[config.mk]
export PLATFORM = sky130hd
export DESIGN_NAME = bcd_to_seconds
export DESIGN_NICKNAME = d
export VERILOG_FILES = /design/src/rtl/clock_pkg.sv /design/src/rtl/bcd_digit_check.sv /design/src/rtl/bcd_to_seconds.sv
export SDC_FILE = /design/constraint.sdc
export NUM_CORES = 1
export LEC_CHECK = 0
export ABC_AREA = 0
export CORE_AREA = 2 2 115 117
export DETAILED_ROUTE_END_ITERATION = 16
export DIE_AREA = 0 0 117 119
export PLACE_DENSITY_LB_ADDON = 0.2
export SLEW_MARGIN = 10
export SYNTH_ARGS = -nofsm -noshare
export SYNTH_HDL_FRONTEND = slang
export SYNTH_SLANG_ARGS = --single-unit
[constraint.sdc]
create_clock -name clk -period 3.7 [get_ports clk]
set_clock_uncertainty 0.2 [all_clocks]
set_input_delay 0.74 -clock clk [delete_from_list [all_inputs] [get_ports clk]]
set_output_delay 0.74 -clock clk [all_outputs]
set_load 0.005 [all_outputs]
[src/rtl/clock_pkg.sv]
// Shared clock-domain types and constants: digit indices, BCD digit type,
// converter state encoding and the shift-add multiply helpers.
package clock_pkg;

   localparam int SECONDS_PER_DAY = 86400;

   localparam int DIG_S0 = 0;
   localparam int DIG_S1 = 1;
   localparam int DIG_M0 = 2;
   localparam int DIG_M1 = 3;
   localparam int DIG_H0 = 4;
   localparam int DIG_H1 = 5;

   localparam int ACC_W  = 19;

   typedef logic [3:0] bcd_t;

   typedef enum logic [1:0] {
      ST_IDLE   = 2'd0,
      ST_CALC   = 2'd1,
      ST_FINISH = 2'd2
   } state_t;

   function automatic logic [ACC_W-1:0] mul10(input logic [ACC_W-1:0] a);
      return (a << 3) + (a << 1);
   endfunction

   function automatic logic [ACC_W-1:0] mul6(input logic [ACC_W-1:0] a);
      return (a << 2) + (a << 1);
   endfunction

endpackage

[src/rtl/bcd_digit_check.sv]
// Combinational legality check over six captured HH:MM:SS BCD digits.
// Only instantiated when BCD_RANGE_CHECK_EN is defined.
module bcd_digit_check
   import clock_pkg::*;
#(
   parameter int p_hours_max = 23
)
(
   input  bcd_t dig_i [5:0],
   output logic bad_o
);

   logic [7:0] hours;

   always_comb begin
      bad_o = 1'b0;
      for (int i = 0; i < 6; i++) begin
         if (dig_i[i] > 4'd9) bad_o = 1'b1;
      end
      if (dig_i[DIG_M1] > 4'd5 || dig_i[DIG_S1] > 4'd5) bad_o = 1'b1;
      hours = ({4'd0, dig_i[DIG_H1]} << 3) + ({4'd0, dig_i[DIG_H1]} << 1)
            + {4'd0, dig_i[DIG_H0]};
      if ({24'd0, hours} > 32'(p_hours_max)) bad_o = 1'b1;
   end

endmodule

[src/rtl/bcd_to_seconds.sv]
// HH:MM:SS BCD digits to seconds-of-day via a 5-step mixed-radix Horner loop.
// Define BCD_RANGE_CHECK_EN to flag illegal digit patterns on error.
//
//   state     | meaning
//   ST_IDLE   | waiting for start; digits captured when it arrives
//   ST_CALC   | one Horner step per cycle, steps 0..4
//   ST_FINISH | publish result (or error) with a one-cycle done pulse
module bcd_to_seconds
   import clock_pkg::*;
#(
   parameter int p_width     = 17,
   parameter int p_hours_max = 23
)
(
   input  logic               clk,
   input  logic               reset,
   input  logic               start,
   input  bcd_t               num [5:0],
   output logic               busy,
   output logic               done,
   output logic [p_width-1:0] seconds,
   output logic               error
);

   localparam logic [2:0] LAST_STEP = 3'd4;

   if (p_width < 17 || p_hours_max < 0 || p_hours_max > 99) begin : g_bad_param
      $error("bcd_to_seconds: p_width must be >= 17 and p_hours_max in 0..99");
   end

   state_t             state_q, state_d;
   logic [2:0]         step_q;
   logic [ACC_W-1:0]   acc_q, acc_d;
   bcd_t               dig_q [5:0];
   bcd_t               step_dig;
   logic [p_width-1:0] seconds_q;
   logic               error_q;
   logic               done_q;
   logic               illegal_q;
   logic               digits_bad;

`ifdef BCD_RANGE_CHECK_EN
   bcd_digit_check #(.p_hours_max(p_hours_max)) u_check (
      .dig_i (dig_q),
      .bad_o (digits_bad)
   );
`else
   assign digits_bad = 1'b0;
`endif

   always_ff @(posedge clk) begin
      if (!reset) state_q <= ST_IDLE;
      else        state_q <= state_d;
   end

   always_comb begin
      state_d = state_q;
      case (state_q)
         ST_IDLE:   if (start) state_d = ST_CALC;
         ST_CALC:   if (step_q == LAST_STEP) state_d = ST_FINISH;
         ST_FINISH: state_d = ST_IDLE;
         default:   state_d = ST_IDLE;
      endcase
   end

   always_comb begin
      busy = (state_q != ST_IDLE);
   end

   // Even steps scale by 10 (digit tens->units), odd steps by 6 (units->next tens).
   always_comb begin
      case (step_q)
         3'd0:    step_dig = dig_q[DIG_H0];
         3'd1:    step_dig = dig_q[DIG_M1];
         3'd2:    step_dig = dig_q[DIG_M0];
         3'd3:    step_dig = dig_q[DIG_S1];
         default: step_dig = dig_q[DIG_S0];
      endcase
      acc_d = (step_q[0] ? mul6(acc_q) : mul10(acc_q)) + ACC_W'(step_dig);
   end

   always_ff @(posedge clk) begin
      if (!reset) begin
         step_q    <= 3'd0;
         acc_q     <= '0;
         dig_q     <= '{default: '0};
         seconds_q <= '0;
         error_q   <= 1'b0;
         done_q    <= 1'b0;
         illegal_q <= 1'b0;
      end else begin
         done_q <= 1'b0;
         case (state_q)
            ST_IDLE: begin
               if (start) begin
                  dig_q  <= num;
                  acc_q  <= ACC_W'(num[DIG_H1]);
                  step_q <= 3'd0;
               end
            end
            ST_CALC: begin
               acc_q  <= acc_d;
               step_q <= step_q + 3'd1;
               if (step_q == 3'd0) illegal_q <= digits_bad;
            end
            ST_FINISH: begin
               done_q  <= 1'b1;
               error_q <= illegal_q;
               if (!illegal_q) seconds_q <= p_width'(acc_q);
            end
            default: ;
         endcase
      end
   end

   assign done    = done_q;
   assign seconds = seconds_q;
   assign error   = error_q;

endmodule

# ---- Word level (Yosys, flattened, before mapping)
# Cells that the tools add are included.
dict set report totals {
  reg_bits 60
  in_bits 27
}
dict set report classes {
  n_reduce_logical 7
  eq_ne 8
  muxes 10
  addsub 4
}
# op n
set op_table {}
lappend op_table {{17-bit adder} 2}
lappend op_table {{17-bit 2-to-1 mux} 2}
lappend op_table {{17-bit one-hot mux with 2 select lines} 1}
lappend op_table {{17-bit by 4-bit adder with 17-bit output} 1}
lappend op_table {{4-bit one-hot mux with 4 select lines} 1}
lappend op_table {{3-bit by 2-bit == test with 1-bit output, second input constant} 2}
lappend op_table {{3-bit one-hot mux with 2 select lines} 1}
lappend op_table {{2-bit AND reduction} 3}
lappend op_table {{2-bit 2-to-1 mux} 2}
lappend op_table {{2-bit != test, second input constant} 2}
lappend op_table {{2-bit one-hot mux with 2 select lines} 1}
lappend op_table {{2-bit nonzero test} 2}
lappend op_table {{3-bit by 1-bit adder with 3-bit output, second input constant} 1}
lappend op_table {{3-bit by 1-bit == test with 1-bit output, second input constant} 1}
lappend op_table {{3-bit == test, second input constant} 1}
lappend op_table {{3-bit logical NOT} 1}
lappend op_table {{3-bit 2-to-1 mux} 1}
lappend op_table {{2-bit by 1-bit == test with 1-bit output, second input constant} 1}
lappend op_table {{2-bit == test, second input constant} 1}
lappend op_table {{2-bit logical NOT} 1}
lappend op_table {{1-bit 2-to-1 mux} 1}

# ---- Logic depth before layout (Yosys ltp)
# Gate-level depths: netlist of the first run.
dict set report depth {
  depth_word 4
  ltp_mapped 16
  depth_no_buf 15
}

# ---- Worst setup path after synthesis of the first run
# Ideal clock, no wire load.
dict set report synth_timing {
  kind {register to register}
  from {register step_q[0]}
  to {register acc_q[16]}
  path_stages_with_launch 15
  synth_period_minus_slack_ns 3.531
  slack_ns 0.169
  arrival_ns 3.269
  path_buffers 1
  required_time_ns 3.438
  cell_sequence {dfxtp_1 -> clkinv_1 -> clkbuf_1 -> ha_1 -> nor3_1 -> o21bai_1 -> mux2_2 -> ha_1 -> a21o_1 -> a21oi_1 -> nand2b_1 -> nor4_2 -> nand3_1 -> a211o_1 -> nand3_1}
}
dict set report synth_between {
  elab_chain_len 4
  word_cells_on_any_way 8
}
# item line
set synth_rtl {}
lappend synth_rtl {{start: declaration} bcd_to_seconds.sv:32} ;# logic [2:0] step_q;
lappend synth_rtl {{start signal: assignment} bcd_to_seconds.sv:103} ;# step_q <= step_q + 3'd1;
lappend synth_rtl {{3-bit by 2-bit == test with 1-bit output, or another cell as far along} bcd_to_seconds.sv:72} ;# case (step_q)
lappend synth_rtl {{4-bit one-hot mux with 4 select lines} bcd_to_seconds.sv:72}
lappend synth_rtl {{17-bit by 4-bit adder with 17-bit output (*)} bcd_to_seconds.sv:79} ;# acc_d = (step_q[0] ? mul6(acc_q) : mul10(acc_q)) + ACC_W'(step_dig);
lappend synth_rtl {{17-bit one-hot mux with 2 select lines (*)} bcd_to_seconds.sv:93} ;# case (state_q)
lappend synth_rtl {{end signal: assignment} bcd_to_seconds.sv:97} ;# acc_q <= ACC_W'(num[DIG_H1]);
lappend synth_rtl {{end: declaration} bcd_to_seconds.sv:33} ;# logic [ACC_W-1:0] acc_q, acc_d;
# Every way passes the cells marked *; elsewhere a longest branch is shown, timed or not.
# A chain may end at the register's enable or synchronous reset.

# ---- Worst setup path after layout of the first run
dict set report layout_timing {
  from {register acc_q[0]}
  to {register acc_q[15]}
}
dict set report layout_between {
  elab_chain_len 4
  word_cells_on_any_way 5
}
# item line
set layout_rtl {}
lappend layout_rtl {{17-bit adder, on equally long branches} {clock_pkg.sv:25, clock_pkg.sv:29}}
lappend layout_rtl {{17-bit 2-to-1 mux (*)} bcd_to_seconds.sv:79}
lappend layout_rtl {{17-bit by 4-bit adder with 17-bit output (*)} bcd_to_seconds.sv:79}
lappend layout_rtl {{17-bit one-hot mux with 2 select lines (*)} bcd_to_seconds.sv:93}
# Marked as above.

==> flow_summary.json, run 1 <==
{
  "r2r_setup_slack_ns": 0.19,
  "cts_tree": "built",
  "core_area_mm2": 0.0129,
  "setup_slack_ns": 0.194,
  "power.density_mw_per_mm2": 356,
  "period_minus_slack_ns": 3.51,
  "clock-sinks": 60,
  "seq_area_frac_synth_pct": 27.6,
  "die-width_um": 117,
  "numPortBuffers": 45,
  "worstHoldStart": "seconds[3]",
  "ioPinCount": 47,
  "detail_route.vias_per_cell": 5.26,
  "min_to": "seconds[3]",
  "vias": 4090,
  "multi_input_area_mm2": 0.00302,
  "dp_hpwl_um": 8840,
  "end_kind": "register",
  "cts_made_buffers": 9,
  "pre_cts_slack_ns": 0.105,
  "path_class": "register to register",
  "worstHoldPathCells": 2,
  "cts_max_path_buffers": 2,
  "synth_top_area_share_pct": 27.6,
  "fmax_mhz": 285,
  "hold_viol_final": 0,
  "synth.distinct_cells": 73,
  "rsz0062_at_grt": "no",
  "yosysWarnings": 0,
  "fill_cells": 1326,
  "rr_worst_depth": 13,
  "synth_cells": 553,
  "grt_pass1_vias": 4033,
  "post_cts_buffers": 0,
  "antenna_found_initial": 0,
  "initial_core_util_pct": 33.8,
  "synth_area_leaders": "dfxtp_1 28%, ha_1 10%, nand2_1 8.4%",
  "outcome": "finished clean",
  "async_flop_share_pct": 0,
  "die_y_um": 119,
  "syn_area_per_cell_um2": 7.87,
  "clk_pin_slew_worst_paths_ns": 0.05,
  "clk_latency_ns": 0.33,
  "critPathArrivalTime_ns": 3.52,
  "cts_max_level": 3,
  "leakage_nw": 2.14,
  "hold_buffers": 0,
  "gr-total-overflow": 0,
  "crit_path_frequent_cell": "xor2_1",
  "finalSetupViolations": 0,
  "hold_path.class": "register to register",
  "synth-edff-count": 0,
  "grt_usage_pct": 17.3,
  "cp-start-kind": "register",
  "syn-num-nets": 618,
  "slew_viol_final": 0,
  "yosys_register_bits": 60,
  "tns_ns": 0,
  "seqCellArea_mm2": 0.00120,
  "synth_top_area_cell": "dfxtp_1",
  "synth_area_mm2": 0.00435,
  "syn2layout_area_growth_pct": 23.5,
  "final_area_mm2": 0.00538,
  "drc_errors": 0,
  "worstPathCellList": "buf_4 > ha_1 > inv_1 > fa_1 > nand2b_1 > a21oi_1 > xor2_1 > a221oi_1 > or4b_4 > nor4b_4 > nand4b_1 > xor2_1 > a32o_1",
  "vdd.ir_drop.worst_v": 0.000284,
  "totalWireLength_um": 11700,
  "r2r-start": "acc_q[0]",
  "worstReg2RegEnd": "acc_q[15]",
  "placed_area_mm2": 0.00504,
  "gp_congestion": 0.884,
  "drive_above_1_share_pct": 9.48,
  "crit_required_ns": 3.72,
  "grt_pass1_wl_um": 19200,
  "place_inst": 762,
  "die-area_mm2": 0.0139,
  "drtPass1Iterations": 5,
  "nNetsFinal": 662,
  "fin_cells": 777,
  "grt_max_degree": 57,
  "tightest_slew_ns": 0.742,
  "slowest_stage": "or4b_4",
  "cp_max_fo": 5,
  "rows": 42,
  "num_antenna_cells": 0,
  "ant_nets": 0,
  "maxCapViolations": 0,
  "post_cts_resize_count": 0,
  "cp_slowest_stage_delay_ns": 0.56,
  "relSlewSlack_pct": 50.5,
  "synth_ff_type": "dfxtp_1",
  "period_share_pct": 94.8,
  "root_buffer": "clkbuf_16",
  "drt_iter0_markers": 175,
  "crit_family": "simple AND/OR/NAND/NOR gates",
  "wl_per_cell_um": 15.0,
  "cp.buffers_inverters": 2
}
per-layer routing:
metal  global-route usage, %  share of wire [%]
met1                    21.9                 44
met2                    29.7                 50
met3                    2.44                4.2
met4                    6.18                2.0
met5                       0                  0
flip-flops by register name (all words and copies together) (netlist names):
| register | cells |
|---|---|
| acc_q | 17 |
| seconds | 17 |
| state_q | 2 |
| dig_q | 20 |
| step_q | 3 |
| done | 1 |
synthesized netlist by cell type, drive strengths merged (3+ instances only):
| master | n |
|---|---|
| nor3 | 11 |
| nor4b | 3 |
| a221oi | 3 |
| a21boi | 40 |
| mux2i | 5 |
| and4 | 3 |
| nand3 | 20 |
| a211o | 4 |
| buf | 3 |
| a211oi | 4 |
| nand2b | 8 |
| and3 | 4 |
| fa | 3 |
| nand4 | 3 |
| a21oi | 29 |
| inv | 17 |
| o22ai | 5 |
| clkbuf | 26 |
| a222oi | 5 |
| o21a | 3 |
| nand3b | 3 |
| ha | 35 |
| and2 | 14 |
| a21o | 8 |
| nor2 | 34 |
| nor3b | 5 |
| o21ai | 26 |
| xnor2 | 9 |
| o211ai | 3 |
| nor2b | 10 |
| dfxtp | 60 |
| xor2 | 13 |
| nand2 | 97 |
stage by stage:
step	util (%)	power, mW	hold slack, ns
after floorplan	-	0.969	0.240
after global placement	39.1	1.09	0.256
after detailed placement	39.1	1.10	0.258
after CTS	41.4	1.92	0.265
after global routing	41.7	2.00	0.285
final	41.7	1.91	0.262
worst reg2reg max path, stage by stage, from the launching register on:
cell and delay (ns):
dfxtp_1 0.33, buf_4 0.13, ha_1 0.17, inv_1 0.06, fa_1 0.39, nand2b_1 0.19
a21oi_1 0.17, xor2_1 0.19, a221oi_1 0.12, or4b_4 0.56, nor4b_4 0.29, nand4b_1 0.15
xor2_1 0.17, a32o_1 0.26
how the worst max path moves through the flow:
stage               startpoint   endpoint  slack [ns]  cells after the start
floorplan            step_q[0]  acc_q[16]        0.17                     14
global placement      acc_q[0]  acc_q[16]        0.13                     11
detailed placement    acc_q[2]  acc_q[16]        0.10                     12
CTS                   acc_q[0]  acc_q[16]        0.08                     11
global route          acc_q[0]  acc_q[15]        0.01                     13
finish                acc_q[0]  acc_q[15]        0.19                     13
cell type report:
| class | count | share of cell area, % |
|---|---|---|
| tap | 176 | 4.10 |
| timing repair buffer | 62 | 10.8 |
| clock inverter | 5 | 0.978 |
| sequential | 60 | 22.4 |
| inverter | 18 | 1.26 |
| multi-input combinational | 446 | 56.1 |
| clock buffer | 10 | 4.45 |
power by group:
group	internal (mW)	switching, mW
combinational	0.171	0.219
clock	0.531	0.291
sequential	0.673	0.0282
total	1.38	0.538
cells in the final DEF, fill, tap and decap left out, drive strengths merged, types with 8 or more instances in the layout:
master	synthesis	final
nand3	20	20
and2	14	14
inv	17	17
dfxtp	60	60
nand2	97	97
clkdlybuf4s50	0	45
clkbuf	26	10
o21ai	26	26
xor2	13	13
nand2b	8	8
nor2	34	34
buf	3	17
ha	35	35
nor2b	10	10
a21o	8	8
xnor2	9	9
a21boi	40	40
nor3	11	11
a21oi	29	29
logic make-up (layout without fill, tap and decap cells):
logic type | after synthesis | count (layout) | share of synthesized area (%)
AND/OR/NAND/NOR | 224 | 224 | 25.4
adder cells (fa/ha/maj) | 38 | 38 | 11.4
multiplexers | 7 | 7 | 1.67
buffers and inverters | 47 | 95 | 4.14
XOR/XNOR | 22 | 22 | 4.43
flip-flops | 60 | 60 | 27.6
other | 1 | 1 | 0.0861
AO/OA/AOI/OAI | 154 | 154 | 25.3
No activity file was read; power rests on OpenSTA's default activity.
==> run 2: changes to the inputs <==
Settings changed: CTS_CLUSTER_SIZE from default to 10, SLEW_MARGIN 10 to 20.
==> results of run 2 <==
No change in the layout: final DEF, timing and power equal those of run 1.
